===== src/rtl/uop_cache_pkg.sv =====
// Constants and types shared by the loop-buffer FSM, the uop cache and its port arbiter.
package uop_cache_pkg;

  localparam int UOP_ADDR_W = 9;
  localparam int UOP_DATA_W = 32;
  localparam int UOP_STRIDE = 8;

  typedef struct packed {
    logic [UOP_ADDR_W-1:0] addr;
    logic [UOP_DATA_W-1:0] data;
  } fill_entry_t;

  // Which requester owns the BRAM port in the current cycle.
  typedef enum logic [1:0] {
    GNT_IDLE = 2'd0,
    GNT_RD   = 2'd1,
    GNT_WR   = 2'd2
  } grant_e;

endpackage


===== src/rtl/uop_cache_port_arbiter_if.sv =====
// Bundle between the loop-buffer requesters, the port arbiter and the uop-cache BRAM.
interface uop_cache_port_arbiter_if
  import uop_cache_pkg::*;
#(
  parameter int ADDR_W     = UOP_ADDR_W,
  parameter int DATA_W     = UOP_DATA_W,
  parameter int MAX_STARVE = 4
) ();

  localparam int STARVE_W = $clog2(MAX_STARVE + 1);

  // Handshakes: a fill transfers on the cycle fill_valid && fill_ready; rd_req is
  // held until the cycle rd_gnt is high, and its data returns on rd_valid one cycle
  // later; the BRAM port is a plain enable, one access per cycle, read data 1 cycle late.
  logic              flush;
  logic              fill_valid;
  logic [ADDR_W-1:0] fill_addr;
  logic [DATA_W-1:0] fill_data;
  logic              fill_ready;
  logic              rd_req;
  logic [ADDR_W-1:0] rd_addr;
  logic              rd_gnt;
  logic              rd_valid;
  logic [DATA_W-1:0] rd_data;
  logic              bram_en;
  logic              bram_we;
  logic [ADDR_W-1:0] bram_addr;
  logic [DATA_W-1:0] bram_wdata;
  logic [DATA_W-1:0] bram_rdata;
  grant_e            dbg_grant;
  logic [STARVE_W-1:0] dbg_starve_cnt;

  modport slave (
    input  flush, fill_valid, fill_addr, fill_data, rd_req, rd_addr, bram_rdata,
    output fill_ready, rd_gnt, rd_valid, rd_data,
    output bram_en, bram_we, bram_addr, bram_wdata,
    output dbg_grant, dbg_starve_cnt
  );

  modport master (
    output flush, fill_valid, fill_addr, fill_data, rd_req, rd_addr, bram_rdata,
    input  fill_ready, rd_gnt, rd_valid, rd_data,
    input  bram_en, bram_we, bram_addr, bram_wdata,
    input  dbg_grant, dbg_starve_cnt
  );

endinterface


===== src/rtl/uop_fill_fifo.sv =====
// Small synchronous FIFO holding fill writes until the arbiter gives them the BRAM port.
module uop_fill_fifo
  import uop_cache_pkg::*;
#(
  parameter int DEPTH = 2
) (
  input  logic        clk,
  input  logic        reset,
  input  logic        flush,
  input  logic        push,
  input  fill_entry_t push_data,
  input  logic        pop,
  output logic        full,
  output logic        empty,
  output fill_entry_t head
);

  localparam int PTR_W = $clog2(DEPTH);
  localparam int CNT_W = PTR_W + 1;
  localparam logic [CNT_W-1:0] CNT_FULL = CNT_W'(DEPTH);

  fill_entry_t      mem [DEPTH];
  logic [PTR_W-1:0] wr_ptr;
  logic [PTR_W-1:0] rd_ptr;
  logic [CNT_W-1:0] count;

  assign full  = (count == CNT_FULL);
  assign empty = (count == '0);
  assign head  = mem[rd_ptr];

  // Storage is not reset; only the pointers define what is live.
  always_ff @(posedge clk) begin
    if (push) begin
      mem[wr_ptr] <= push_data;
    end
  end

  always_ff @(posedge clk) begin
    if (reset || flush) begin
      wr_ptr <= '0;
      rd_ptr <= '0;
      count  <= '0;
    end else begin
      if (push) begin
        wr_ptr <= wr_ptr + PTR_W'(1);
      end
      if (pop) begin
        rd_ptr <= rd_ptr + PTR_W'(1);
      end
      case ({push, pop})
        2'b10:   count <= count + CNT_W'(1);
        2'b01:   count <= count - CNT_W'(1);
        default: count <= count;
      endcase
    end
  end

  always_ff @(posedge clk) begin
    if (!reset) begin
      assert (!(push && full));
      assert (!(pop && empty));
    end
  end

endmodule


===== src/rtl/uop_cache_port_arbiter.sv =====
// Shares the single uop-cache BRAM port between fill writes and replay reads:
// reads win, but a pending write is forced through after MAX_STARVE read grants.
module uop_cache_port_arbiter
  import uop_cache_pkg::*;
#(
  parameter int ADDR_W     = UOP_ADDR_W,
  parameter int DATA_W     = UOP_DATA_W,
  parameter int FIFO_DEPTH = 2,
  parameter int MAX_STARVE = 4
) (
  input logic                     clk,
  input logic                     reset,
  uop_cache_port_arbiter_if.slave bus
);

  localparam int STARVE_W = $clog2(MAX_STARVE + 1);
  localparam logic [STARVE_W-1:0] STARVE_MAX = STARVE_W'(MAX_STARVE);

  logic                fill_ready;
  logic                push;
  logic                pop;
  logic                full;
  logic                empty;
  fill_entry_t         head;
  fill_entry_t         push_data;
  grant_e              grant;
  logic [STARVE_W-1:0] starve_cnt;
  logic                rd_valid_q;
  logic                arb_en;
  logic                arb_we;
  logic [ADDR_W-1:0]   arb_addr;
  logic [DATA_W-1:0]   arb_wdata;

  assign fill_ready = !full && !reset && !bus.flush;
  assign push       = bus.fill_valid && fill_ready;
  assign push_data  = '{addr: bus.fill_addr, data: bus.fill_data};

  uop_fill_fifo #(
    .DEPTH (FIFO_DEPTH)
  ) u_fill_fifo (
    .clk       (clk),
    .reset     (reset),
    .flush     (bus.flush),
    .push      (push),
    .push_data (push_data),
    .pop       (pop),
    .full      (full),
    .empty     (empty),
    .head      (head)
  );

  // Grant decision is purely from registered state plus this cycle's requests.
  always_comb begin
    grant = GNT_IDLE;
    if (!reset && !bus.flush) begin
      if (bus.rd_req && (empty || starve_cnt < STARVE_MAX)) begin
        grant = GNT_RD;
      end else if (!empty) begin
        grant = GNT_WR;
      end
    end
  end

  always_comb begin
    arb_en    = 1'b0;
    arb_we    = 1'b0;
    arb_addr  = '0;
    arb_wdata = '0;
    pop       = 1'b0;
    case (grant)
      GNT_RD: begin
        arb_en   = 1'b1;
        arb_addr = bus.rd_addr;
      end
      GNT_WR: begin
        arb_en    = 1'b1;
        arb_we    = 1'b1;
        arb_addr  = head.addr;
        arb_wdata = head.data;
        pop       = 1'b1;
      end
      default: begin
      end
    endcase
  end

  // Counts reads that overtook a waiting write; any cycle without that resets it.
  always_ff @(posedge clk) begin
    if (reset || bus.flush) begin
      starve_cnt <= '0;
    end else if (grant == GNT_RD && !empty) begin
      starve_cnt <= (starve_cnt == STARVE_MAX) ? STARVE_MAX : starve_cnt + STARVE_W'(1);
    end else begin
      starve_cnt <= '0;
    end
  end

  always_ff @(posedge clk) begin
    if (reset) begin
      rd_valid_q <= 1'b0;
    end else begin
      rd_valid_q <= (grant == GNT_RD) && !bus.flush;
    end
  end

  assign bus.fill_ready     = fill_ready;
  assign bus.rd_gnt         = (grant == GNT_RD);
  assign bus.rd_valid       = rd_valid_q;
  assign bus.rd_data        = bus.bram_rdata;
  assign bus.bram_en        = arb_en;
  assign bus.bram_we        = arb_we;
  assign bus.bram_addr      = arb_addr;
  assign bus.bram_wdata     = arb_wdata;
  assign bus.dbg_grant      = grant;
  assign bus.dbg_starve_cnt = starve_cnt;

  always_ff @(posedge clk) begin
    if (!reset) begin
      assert (!(arb_we && !arb_en));
      assert (!((grant == GNT_RD) && arb_we));
      assert (starve_cnt <= STARVE_MAX);
    end
  end

endmodule


===== src/flat_wrapper.sv =====
// flat-port wrapper written by rule: the top's interface ports become plain ports
module uop_cache_port_arbiter_flat import uop_cache_pkg::*;
#(
  parameter int ADDR_W     = UOP_ADDR_W,
  parameter int DATA_W     = UOP_DATA_W,
  parameter int FIFO_DEPTH = 2,
  parameter int MAX_STARVE = 4
)
  (clk, reset, bus_flush, bus_fill_valid, bus_fill_addr, bus_fill_data, bus_rd_req, bus_rd_addr, bus_bram_rdata, bus_fill_ready, bus_rd_gnt, bus_rd_valid, bus_rd_data, bus_bram_en, bus_bram_we, bus_bram_addr, bus_bram_wdata, bus_dbg_grant, bus_dbg_starve_cnt);
  uop_cache_port_arbiter_if #(.ADDR_W(ADDR_W), .DATA_W(DATA_W), .MAX_STARVE(MAX_STARVE)) bus_i ();
  input logic clk;
  input logic reset;
  input wire logic [$bits(bus_i.flush)-1:0] bus_flush;
  input wire logic [$bits(bus_i.fill_valid)-1:0] bus_fill_valid;
  input wire logic [$bits(bus_i.fill_addr)-1:0] bus_fill_addr;
  input wire logic [$bits(bus_i.fill_data)-1:0] bus_fill_data;
  input wire logic [$bits(bus_i.rd_req)-1:0] bus_rd_req;
  input wire logic [$bits(bus_i.rd_addr)-1:0] bus_rd_addr;
  input wire logic [$bits(bus_i.bram_rdata)-1:0] bus_bram_rdata;
  output wire logic [$bits(bus_i.fill_ready)-1:0] bus_fill_ready;
  output wire logic [$bits(bus_i.rd_gnt)-1:0] bus_rd_gnt;
  output wire logic [$bits(bus_i.rd_valid)-1:0] bus_rd_valid;
  output wire logic [$bits(bus_i.rd_data)-1:0] bus_rd_data;
  output wire logic [$bits(bus_i.bram_en)-1:0] bus_bram_en;
  output wire logic [$bits(bus_i.bram_we)-1:0] bus_bram_we;
  output wire logic [$bits(bus_i.bram_addr)-1:0] bus_bram_addr;
  output wire logic [$bits(bus_i.bram_wdata)-1:0] bus_bram_wdata;
  output wire logic [$bits(bus_i.dbg_grant)-1:0] bus_dbg_grant;
  output wire logic [$bits(bus_i.dbg_starve_cnt)-1:0] bus_dbg_starve_cnt;
  assign bus_i.flush = bus_flush;
  assign bus_i.fill_valid = bus_fill_valid;
  assign bus_i.fill_addr = bus_fill_addr;
  assign bus_i.fill_data = bus_fill_data;
  assign bus_i.rd_req = bus_rd_req;
  assign bus_i.rd_addr = bus_rd_addr;
  assign bus_i.bram_rdata = bus_bram_rdata;
  assign bus_fill_ready = bus_i.fill_ready;
  assign bus_rd_gnt = bus_i.rd_gnt;
  assign bus_rd_valid = bus_i.rd_valid;
  assign bus_rd_data = bus_i.rd_data;
  assign bus_bram_en = bus_i.bram_en;
  assign bus_bram_we = bus_i.bram_we;
  assign bus_bram_addr = bus_i.bram_addr;
  assign bus_bram_wdata = bus_i.bram_wdata;
  assign bus_dbg_grant = bus_i.dbg_grant;
  assign bus_dbg_starve_cnt = bus_i.dbg_starve_cnt;
  uop_cache_port_arbiter #(.ADDR_W(ADDR_W), .DATA_W(DATA_W), .FIFO_DEPTH(FIFO_DEPTH), .MAX_STARVE(MAX_STARVE)) u_core (.clk(clk), .reset(reset), .bus(bus_i));
endmodule

===== config.mk =====
export PLATFORM = sky130hd
export DESIGN_NAME = uop_cache_port_arbiter_flat
export DESIGN_NICKNAME = d
export VERILOG_FILES = /design/src/rtl/uop_cache_pkg.sv /design/src/rtl/uop_cache_port_arbiter_if.sv /design/src/rtl/uop_fill_fifo.sv /design/src/rtl/uop_cache_port_arbiter.sv /design/src/flat_wrapper.sv
export SDC_FILE = /design/constraint.sdc
export NUM_CORES = 1
export LEC_CHECK = 0
export ABC_AREA = 1
export BUFFER_PORTS_ARGS = -buffer_cell sky130_fd_sc_hd__clkbuf_2
export CAP_MARGIN = 40
export CORE_MARGIN = 5
export CORE_UTILIZATION = 45
export CTS_BUF_LIST = sky130_fd_sc_hd__clkbuf_2
export DETAILED_ROUTE_END_ITERATION = 6
export GPL_ROUTABILITY_DRIVEN = 0
export GPL_TIMING_DRIVEN = 0
export PLACE_DENSITY = 0.87
export SLEW_MARGIN = 30
export SYNTH_ARGS = -nofsm -noshare
export SYNTH_HDL_FRONTEND = slang
export SYNTH_SLANG_ARGS = --single-unit

===== constraint.sdc =====
create_clock -name clk -period 5.88 [get_ports clk]
set_input_delay 0.882 -clock clk [delete_from_list [all_inputs] [get_ports clk]]
set_output_delay 0.882 -clock clk [all_outputs]
set_load 0.01 [all_outputs]

## After elaboration in Yosys (flattened, before gate mapping)

Memories as Yosys holds them, arrays and structs flattened. A register that Yosys moved wholly into a read port is not among the register bits.
Cells that the tools add are included.

| storage, ports and cells | value |
|---|---|
| bits of input ports | 87 |
| bits in writable memories | 82 |
| memories kept | 1 |
| output and inout port bits | 83 |
| bits in registers | 8 |

Memories:

| name | words | bits a word | rd ports | clocked after memory_dff | write ports | RTL line | source |
|---|---|---|---|---|---|---|---|
| u_core.u_fill_fifo.mem | 2 | 41 | 1 | 1 | 1 | uop_fill_fifo.sv:22 | `fill_entry_t mem [DEPTH];` |

| cells by class | value |
|---|---|
| order comparisons | 1 |
| add/subtract/negate cells | 5 |
| bitwise operators | 1 |
| eq/ne operators | 6 |
| mux-type cells | 13 |
| reduce and logical (&&, ||, !) cells | 18 |

Operators by type and width:

| kind | count |
|---|---|
| 32-bit 2-to-1 mux | 1 |
| 9-bit one-hot mux with 2 select lines | 1 |
| 1-bit logical AND | 7 |
| 2-bit equality test (second input constant) | 3 |
| 1-bit 2-to-1 mux | 6 |
| 2-bit 2-to-1 mux | 3 |
| 2-bit by 1-bit equality test with 1-bit output (second input constant) | 2 |
| 1-bit logical NOT | 4 |
| 2-bit one-hot mux with 2 select lines | 1 |
| 2-bit OR reduction | 2 |
| 3-bit by 1-bit adder with 3-bit output (second input constant) | 1 |
| 3-bit equality test (second input constant) | 1 |
| 3-bit less-than comparator (second input constant) | 1 |
| 3-bit 2-to-1 mux | 1 |
| 3-bit OR reduction | 1 |
| 1-bit adder (second input constant) | 2 |
| 2-bit by 1-bit adder with 2-bit output (second input constant) | 1 |
| 2-bit logical NOT | 1 |
| 1-bit logical OR | 2 |
| 2-bit nonzero test | 1 |
| 2-bit by 1-bit subtractor with 2-bit output (second input constant) | 1 |
| 1-bit inverter | 1 |

## Longest topological paths before layout

Gate-level depths: netlist of run 1.

| logic depth | value |
|---|---|
| depth in word-level cells | 9 |
| mapped depth | 11 |
| gate-level depth less buffers | 10 |

## By module

A second synthesis of run 1 with hierarchy kept.

| second synthesis, totals | value |
|---|---|
| cells, all modules | 332 |
| area total of the unflattened synthesis | 4324.1 sq um |

Modules (own cells, without submodules):

| module | cells an instance | area each (sq um) | times used |
|---|---|---|---|
| uop_fill_fifo | 163 | 3397.0 | 1 |
| uop_cache_port_arbiter | 169 | 927.1 | 1 |

## Least setup slack after synthesis of run 1

OpenSTA, ideal clock, no wires.

| path | value |
|---|---|
| path type | input-to-reg |
| start point | input reset |
| end point | memory u_core.u_fill_fifo.mem[0][0] (netlist name) (enable) |
| stages on the path | 3 |
| path slack | 2.517 ns |
| setup time | 0.439 ns |
| arrival | 2.923 ns |
| data required time | 5.441 ns |
| cells stage by stage | nor2_4 nand3_1 nor2_1 |

| on the way | value |
|---|---|
| longest elaborated chain between the ends | 6 |

RTL lines:

| item | RTL line | source |
|---|---|---|
| from (decl) | flat_wrapper.sv:12 | `input logic reset;` |
| 1-bit logical NOT | uop_cache_port_arbiter.sv:34 | `assign fill_ready = !full && !reset && !bus.flush;` |
| 1-bit logical AND (2 in a row) | uop_cache_port_arbiter.sv:34 |  |
| 1-bit logical AND | uop_cache_port_arbiter.sv:35 | `assign push = bus.fill_valid && fill_ready;` |
| 1-bit 2-to-1 mux | uop_fill_fifo.sv:33 | `if (push) begin` |
| 1-bit 2-to-1 mux (not written as such) | uop_fill_fifo.sv:34 | `mem[wr_ptr] <= push_data;` |
| to (decl) | uop_fill_fifo.sv:22 |  |

No other way between the ends.

## Worst setup path in the final report of run 1

| path | value |
|---|---|
| start point | input reset |
| end point | output bus_bram_wdata[25] |

| on the way | value |
|---|---|
| longest elaborated chain between the ends | 5 |

RTL lines:

| item | RTL line | source |
|---|---|---|
| 1-bit logical NOT | uop_cache_port_arbiter.sv:55 | `if (!reset && !bus.flush) begin` |
| 1-bit logical AND | uop_cache_port_arbiter.sv:55 |  |
| 2-bit 2-to-1 mux | uop_cache_port_arbiter.sv:55 |  |
| 2-bit equality test | uop_cache_port_arbiter.sv:70 | `case (grant)` |
| 32-bit 2-to-1 mux | uop_cache_port_arbiter.sv:70 |  |
| to (decl) | flat_wrapper.sv:27 | `output wire logic [$bits(bus_i.bram_wdata)-1:0] bus_bram_wdata;` |

No other way between the ends.

==> summary.txt, run 1 <==
Run status = completed
Clock tree sinks = 91
Placed Instance Area = 4770 sq um
Sequential cell area fraction in the yosys report = 68.0%
Ratio of final minimum period to clock period = 60.6%
Critical Path Start Type = input pin
Sequential standard cell area = 2640 sq um
Post-synthesis cell count = 340
Distinct cells, synth = 18
Number of register bits inferred by synthesis = 91
Power share of the clock group = 31.4%
Count of instances resized after the clock tree is built = 0
Total placed cells including tap cells = 587
X dimension of the die = 103 um
Core area = 8550 sq um
Cell Area, Synth = 3890 sq um
Post-layout minimum cycle time = 3.56 ns
Top cells by count, synth = 82 x sky130_fd_sc_hd__edfxtp_1, 72 x sky130_fd_sc_hd__nor2_1, 54 x sky130_fd_sc_hd__nand2_1
Clock Skew = 0.0238 ns
I/O Buffers = 137
Wire length of the first global-routing pass = 12800 um
Register clock-pin slew on the reported worst setup and hold paths = 0.24 ns
Multi-input logic area = 881 sq um
Number of cells in the finished layout apart from fillers = 603
Final setup violation count = 0
Leakage Power = 2.17 nW
Via count normalized by instance count = 4.82
Number of placement rows = 34
Switching power summed over all nets = 0.000258 W
Detail-routed net length per standard cell = 14.6 um
Leading cell type by number of instances after synthesis = sky130_fd_sc_hd__edfxtp_1
Most used flip-flop cell after synthesis = sky130_fd_sc_hd__edfxtp_1
Count of endpoints failing hold in the final timing report = 0
Post-route design area = 4920 sq um
Antenna diode count = 0
Pin count of the biggest net entering global routing = 22
CTS Root Cell = sky130_fd_sc_hd__clkbuf_2
Internal power component = 0.000904 W
Yosys warnings = 0
Total global routing track utilization = 15.9%
Most area-hungry cell type in the Yosys netlist = sky130_fd_sc_hd__edfxtp_1
Buffer levels on the longest clock path = 2
Worst-skew pair later-pin latency = 0.52 ns
Net count after synthesis = 432
Max Transition Viols Final = 0
Portion of total power attributed to sequential cells = 61.8%
I/O pin count = 170
Post-cts hold buffer count = 0
CTS H-tree lvls = 3
Die extent in y = 103 um
Remaining Overflow, GRT = 0
Normalized max-slew margin = 54.2%
Async set or reset register ratio after synthesis = 0%
Slew at the pin closest to its max-slew limit = 0.686 ns
Type of the tightest min-delay check = reg -> reg
Vias = 2906
Post-detailed-route count of antenna-violating nets = 0
Count of nets after finishing = 582
Via count of the first global-routing pass = 2753
Yosys top cell area share = 63.3%
Worst vdd rail ir drop = 0.000199 V
TritonCTS clock tree = built
Detailed Place HPWL = 6580 um
Number of enable-type register cells in the synthesized netlist = 82
Final routed DRC violation total = 0
Maximum clock frequency = 0.281 GHz
Initial cell density of the core = 45.5%
Die area = 10600 sq um
Area grow syn2layout = 26.5%
Number of antenna violations at the first check in global routing = 0
Mean area per synthesized cell = 11.4 sq um
Pwr per Cell Area = 236 nW/um^2
TritonRoute pass-1 iters = 4
Sum of negative setup slack = 0 ns
CP endpoint kind = output port
Buffers inserted during post-CTS setup optimization = 0
Arrival time of data at the critical path endpoint = 2.68 ns
Number of max-cap violations = 0
Violation count after the first detailed-routing iteration = 87
Category of the critical setup timing path = in -> out
TritonCTS buffer count = 9
Fill cells = 709
Worst Path Max Fanout = 10
Switching portion of total power = 22.2%
Top cells by area, synth = sky130_fd_sc_hd__edfxtp_1 63%, sky130_fd_sc_hd__nor2_1 7.0%, sky130_fd_sc_hd__buf_4 6.6%
Share of layout cells above drive strength 1 = 43.6%
Critical path required time = 5.00 ns
Total routed wirelength = 8780 um
Share of total power in combinational logic = 6.9%
Unrepaired setup endpoints after global routing = false
## power by group through the flow
stage	clock network (W)	registers (W)	logic (W)
CTS	0.000377	0.000718	0.0000813
global placement	0	0.000732	0.0000761
detailed placement	0	0.000732	0.0000812
floorplan	0	0.000732	0.0000383
global route	0.000409	0.000719	0.0000874
finish	0.000364	0.000718	0.0000799
## worst paths after layout
| check | to | cells past startpoint | startpoint | slack (ns) |
|---|---|---|---|---|
| max | bus_bram_wdata[25] | 9 | reset | 2.32 |
| min | u_core.bus.dbg_starve_cnt[0]$_SDFF_PP0_ | 1 | u_core.bus.dbg_starve_cnt[0]$_SDFF_PP0_ | 0.50 |
| max reg2reg | u_core.u_fill_fifo.count[1]$_SDFFE_PP0P_ | 10 | u_core.u_fill_fifo.count[0]$_SDFFE_PP0P_ | 3.66 |
| min reg2reg | u_core.bus.dbg_starve_cnt[0]$_SDFF_PP0_ | 1 | u_core.bus.dbg_starve_cnt[0]$_SDFF_PP0_ | 0.50 |
## through the flow
| step | setup slack, ns | utilization (%) | hold WS (ns) | power [W] |
|---|---|---|---|---|
| after global routing | 2.04 | 57.5 | 0.413 | 0.00121 |
| after global placement | 1.48 | 55.1 | 0.446 | 0.000808 |
| after CTS | 2.31 | 57.5 | 0.454 | 0.00118 |
| final | 2.32 | 57.5 | 0.499 | 0.00116 |
| after floorplan | 2.52 | - | 0.469 | 0.000770 |
| after detailed placement | 2.35 | 55.8 | 0.456 | 0.000813 |
## cell usage in the layout, fill, tap and decap left out, drive strengths merged
cell      count
nand2        54
nand3         3
clkinv        1
a21oi        15
dfxtp         9
edfxtp       82
buf          45
xnor2         2
o21ai        33
clkbuf      150
clkinvlp      1
or2           1
nand4         1
bufinv        2
inv          17
nor2         74
ha            5
## sequential cells by signal (all words and copies together) (netlist names), named ones only
register and cells:
u_core.bus.dbg_starve_cnt 3, u_core.u_fill_fifo.rd_ptr 1, u_core.u_fill_fifo.count 2, u_core.u_fill_fifo.mem 82, u_core.bus.rd_valid 1, u_core.u_fill_fifo.wr_ptr 1
## layer usage
layer / track usage, % / vias to the layer above / wire [um]
met1: 17.5 / 1343 / 3130
met4: 5.78 / 0 / 65
met3: 4.94 / 6 / 1010
li1: - / 1410 / -
met2: 28.6 / 147 / 4560
met5: 0 / - / 0
## worst max-delay path: stages
cell	delay, ns
sky130_fd_sc_hd__clkbuf_2	0.10
sky130_fd_sc_hd__nor2_4	0.19
sky130_fd_sc_hd__nand2_1	0.08
sky130_fd_sc_hd__nor2_1	0.21
sky130_fd_sc_hd__ha_1	0.47
sky130_fd_sc_hd__buf_2	0.31
sky130_fd_sc_hd__o21ai_0	0.12
sky130_fd_sc_hd__nor2_1	0.16
sky130_fd_sc_hd__clkbuf_2	0.16
## layout make-up
class                           instances  share of cell area [%]
Sequential cell                        91                    53.7
Multi-Input combinational cell        188                    17.9
Timing Repair Buffer                  139                    15.1
Buffer                                 46                    6.41
Tap cell                              108                    2.75
Clock inverter                          6                    1.96
Inverter                               15                    1.15
Clock buffer                           10                    1.02
## cells by family after synthesis
family / after synthesis / share of synthesized area [%]
and+or+nand+nor: 133 / 13.5
DFF: 91 / 68.0
AOI/OAI and AO/OA: 48 / 6.95
buffers and inverters: 61 / 9.56
xor gates and xnor gates: 2 / 0.451
adders and majority gates: 5 / 1.61
No activity file was read; power rests on OpenSTA's default activity.
==> run 2, diff against run 1 <==
CORE_UTILIZATION = 44   (was 45)
PLACE_DENSITY = 0.89   (was 0.87)
clock period = 3 ns   (was 5.88 ns; I/O delays follow)
==> run 2 against run 1 <==
Compared with the run above:
- register-to-register slack got worse by 2.7 ns
- flip-flop and latch count did not move
- global-route usage rose by 0.96 points
- non-clock buffer count did not move
- largest cell class unchanged
==> summary.txt, run 2 (synthesized netlist as in run 1, its figures left out) <==
Worst Path Max Fanout = 10 (unchanged)
Area grow syn2layout = 26.3% (was 26.5%)
Detailed Place HPWL = 7030 um (was 6580 um)
Number of placement rows = 34 (unchanged)
Worst-skew pair later-pin latency = 0.50 ns (was 0.52 ns)
Leading cell types in the layout, fill and taps excluded = 151 x sky130_fd_sc_hd__clkbuf_2, 82 x sky130_fd_sc_hd__edfxtp_1, 70 x sky130_fd_sc_hd__nor2_1 (was 150 x sky130_fd_sc_hd__clkbuf_2, 82 x sky130_fd_sc_hd__edfxtp_1, 71 x sky130_fd_sc_hd__nor2_1)
Post-Route Hold Slack = 0.109 ns (was 0.499 ns)
Worst vdd rail ir drop = 0.000386 V (was 0.000199 V)
Die area = 10800 sq um (was 10600 sq um)
Critical Path Start Type = flip-flop (was input pin)
Number of cells in the finished layout apart from fillers = 603 (unchanged)
Category of the critical setup timing path = reg -> out (was in -> out)
Slew at the pin closest to its max-slew limit = 0.695 ns (was 0.686 ns)
TritonCTS buffer count = 9 (unchanged)
I/O pin count = 170 (unchanged)
Maximum clock frequency = 0.359 GHz
Clock tree sinks = 91 (unchanged)
Cells on worst reg2reg path = 10 (unchanged)
Arrival time of data at the critical path endpoint = 2.34 ns (was 2.68 ns)
Count of nets after finishing = 582 (unchanged)
Post-detailed-route count of antenna-violating nets = 0 (unchanged)
Type of the tightest min-delay check = in -> reg (was reg -> reg)
Share of layout cells above drive strength 1 = 44.4% (was 43.6%)
Core area = 8680 sq um (was 8550 sq um)
CTS Root Cell = sky130_fd_sc_hd__clkbuf_2 (unchanged)
I/O Buffers = 137 (unchanged)
Buffer levels on the longest clock path = 2 (unchanged)
Die extent in y = 104 um (was 103 um)
Violation count after the first detailed-routing iteration = 114 (was 87)
Most frequent standard cell in the layout excluding fill and tap cells = sky130_fd_sc_hd__clkbuf_2 (unchanged)
Final setup violation count = 0 (unchanged)
Pin count of the biggest net entering global routing = 23 (was 22)
Critical path required time = 2.55 ns (was 5.00 ns)
Portion of total power attributed to sequential cells = 65.8% (was 61.8%)
Flip-flop count of the largest register after layout = 82 (unchanged)
Switching portion of total power = 21.4% (was 22.2%)
Number of max-cap violations = 0 (unchanged)
Worst-case setup slack after placement = 0.351 ns (was 2.35 ns)
Register containing the most flip-flops in the final layout = u_core.u_fill_fifo.mem (unchanged)
Register clock-pin slew on the reported worst setup and hold paths = 0.25 ns (was 0.24 ns)
Pwr per Cell Area = 435 nW/um^2 (was 236 nW/um^2)
Total routed wirelength = 9280 um (was 8780 um)
Via count normalized by instance count = 4.81 (was 4.82)
Wire length of the first global-routing pass = 14700 um (was 12800 um)
Normalized max-slew margin = 53.6% (was 54.2%)
Total placed cells including tap cells = 587 (unchanged)
X dimension of the die = 104 um (was 103 um)
Count of endpoints failing hold in the final timing report = 0 (unchanged)
Final routed DRC violation total = 0 (unchanged)
Max Transition Viols Final = 0 (unchanged)
CTS H-tree lvls = 3 (unchanged)
Detail-routed net length per standard cell = 15.4 um (was 14.6 um)
Worst Hold Depth = 1 (unchanged)
Switching power summed over all nets = 0.000458 W (was 0.000258 W)
Antenna diode count = 0 (unchanged)
Clock Skew = 0.0367 ns (was 0.0238 ns)
Total global routing track utilization = 16.8% (was 15.9%)
Share of total power in combinational logic = 7.5% (was 6.9%)
Power share of the clock group = 26.6% (was 31.4%)
Unrepaired setup endpoints after global routing = false (unchanged)
Leakage Power = 2.15 nW (was 2.17 nW)
Initial cell density of the core = 44.8% (was 45.5%)
Placed Instance Area = 4770 sq um (unchanged)
Post-cts hold buffer count = 0 (unchanged)
TritonCTS clock tree = built (unchanged)
Ratio of final minimum period to clock period = 92.9%
Via count of the first global-routing pass = 2949 (was 2753)
Setup slack after layout = 0.214 ns (was 2.32 ns)
Post-route design area = 4910 sq um (was 4920 sq um)
Remaining Overflow, GRT = 0 (unchanged)
Number of antenna violations at the first check in global routing = 0 (unchanged)
Post-layout minimum cycle time = 2.79 ns
Vias = 2903 (was 2906)
Final core utilization = 56.6% (was 57.5%)
Run status = completed (unchanged)
CP endpoint kind = output port (unchanged)
TritonRoute pass-1 iters = 4 (unchanged)
Fill cells = 748 (was 709)
Internal power component = 0.00168 W (was 0.000904 W)
-- run 2: final cells by class --
type                    count  area, sq um  share of cell area, %
plain buffers              46          322                   6.55
clock buffers              11         55.1                   1.12
clock inverters             5         53.8                   1.10
inverters                  15         56.3                   1.15
multi-input cells         188          905                   18.4
flip-flops and latches     91         2640                   53.8
well taps                 108          135                   2.75
repair buffers            139          741                   15.1
-- run 2: through the flow --
stage / TNS (ns) / power [W]
2_1_floorplan: 0 / 0.00151
3_3_place_gp: -40.45 / 0.00158
3_5_place_dp: 0 / 0.00160
4_1_cts: 0 / 0.00216
5_1_grt: 0 / 0.00222
6_report: 0 / 0.00214
-- run 2: worst max-delay path, stage by stage, from the launching register on --
cell                       delay (ns)
sky130_fd_sc_hd__dfxtp_1         0.38
sky130_fd_sc_hd__inv_1           0.14
sky130_fd_sc_hd__nand2_2         0.11
sky130_fd_sc_hd__a21oi_2         0.19
sky130_fd_sc_hd__nand2_1         0.13
sky130_fd_sc_hd__inv_1           0.11
sky130_fd_sc_hd__ha_2            0.21
sky130_fd_sc_hd__buf_6           0.15
sky130_fd_sc_hd__nand2_1         0.09
sky130_fd_sc_hd__a21oi_2         0.17
sky130_fd_sc_hd__clkbuf_2        0.15
-- run 2: power by group through the flow --
stage               Clock (W)  Sequential [W]  Combinational, W
global placement            0         0.00144          0.000150
floorplan                   0         0.00143         0.0000751
global route         0.000640         0.00141          0.000176
finish               0.000569         0.00141          0.000161
detailed placement          0         0.00143          0.000161
CTS                  0.000589         0.00141          0.000161
-- run 2: metal layers --
layer | up-vias | part of all wire, % | global-route usage [%]
li1 | 1411 | - | -
met3 | 8 | 9.0 | 6.89
met4 | 0 | 0.79 | 3.61
met2 | 126 | 53 | 31.5
met1 | 1358 | 37 | 17.5
met5 | - | 0 | 0
-- run 2: path summary, 6_finish.rpt --
check	from	to	slack, ns
setup / recovery	u_core.u_fill_fifo.count[0]$_SDFFE_PP0P_	bus_bram_addr[7]	0.21
hold / removal	bus_fill_data[7]	u_core.u_fill_fifo.mem[0][7]$_DFFE_PP_	0.11
setup reg to reg	u_core.u_fill_fifo.count[0]$_SDFFE_PP0P_	u_core.u_fill_fifo.count[1]$_SDFFE_PP0P_	0.96
hold reg to reg	u_core.bus.dbg_starve_cnt[0]$_SDFF_PP0_	u_core.bus.dbg_starve_cnt[0]$_SDFF_PP0_	0.48
-- run 2: what timing repair did --
action / CTS / global route
hold endpoints to repair: 0 / 0
setup buffers: 0 / 0
setup endpoints to repair: 36 / 41
pin swaps: 0 / 1
resized for setup: 1 / 8
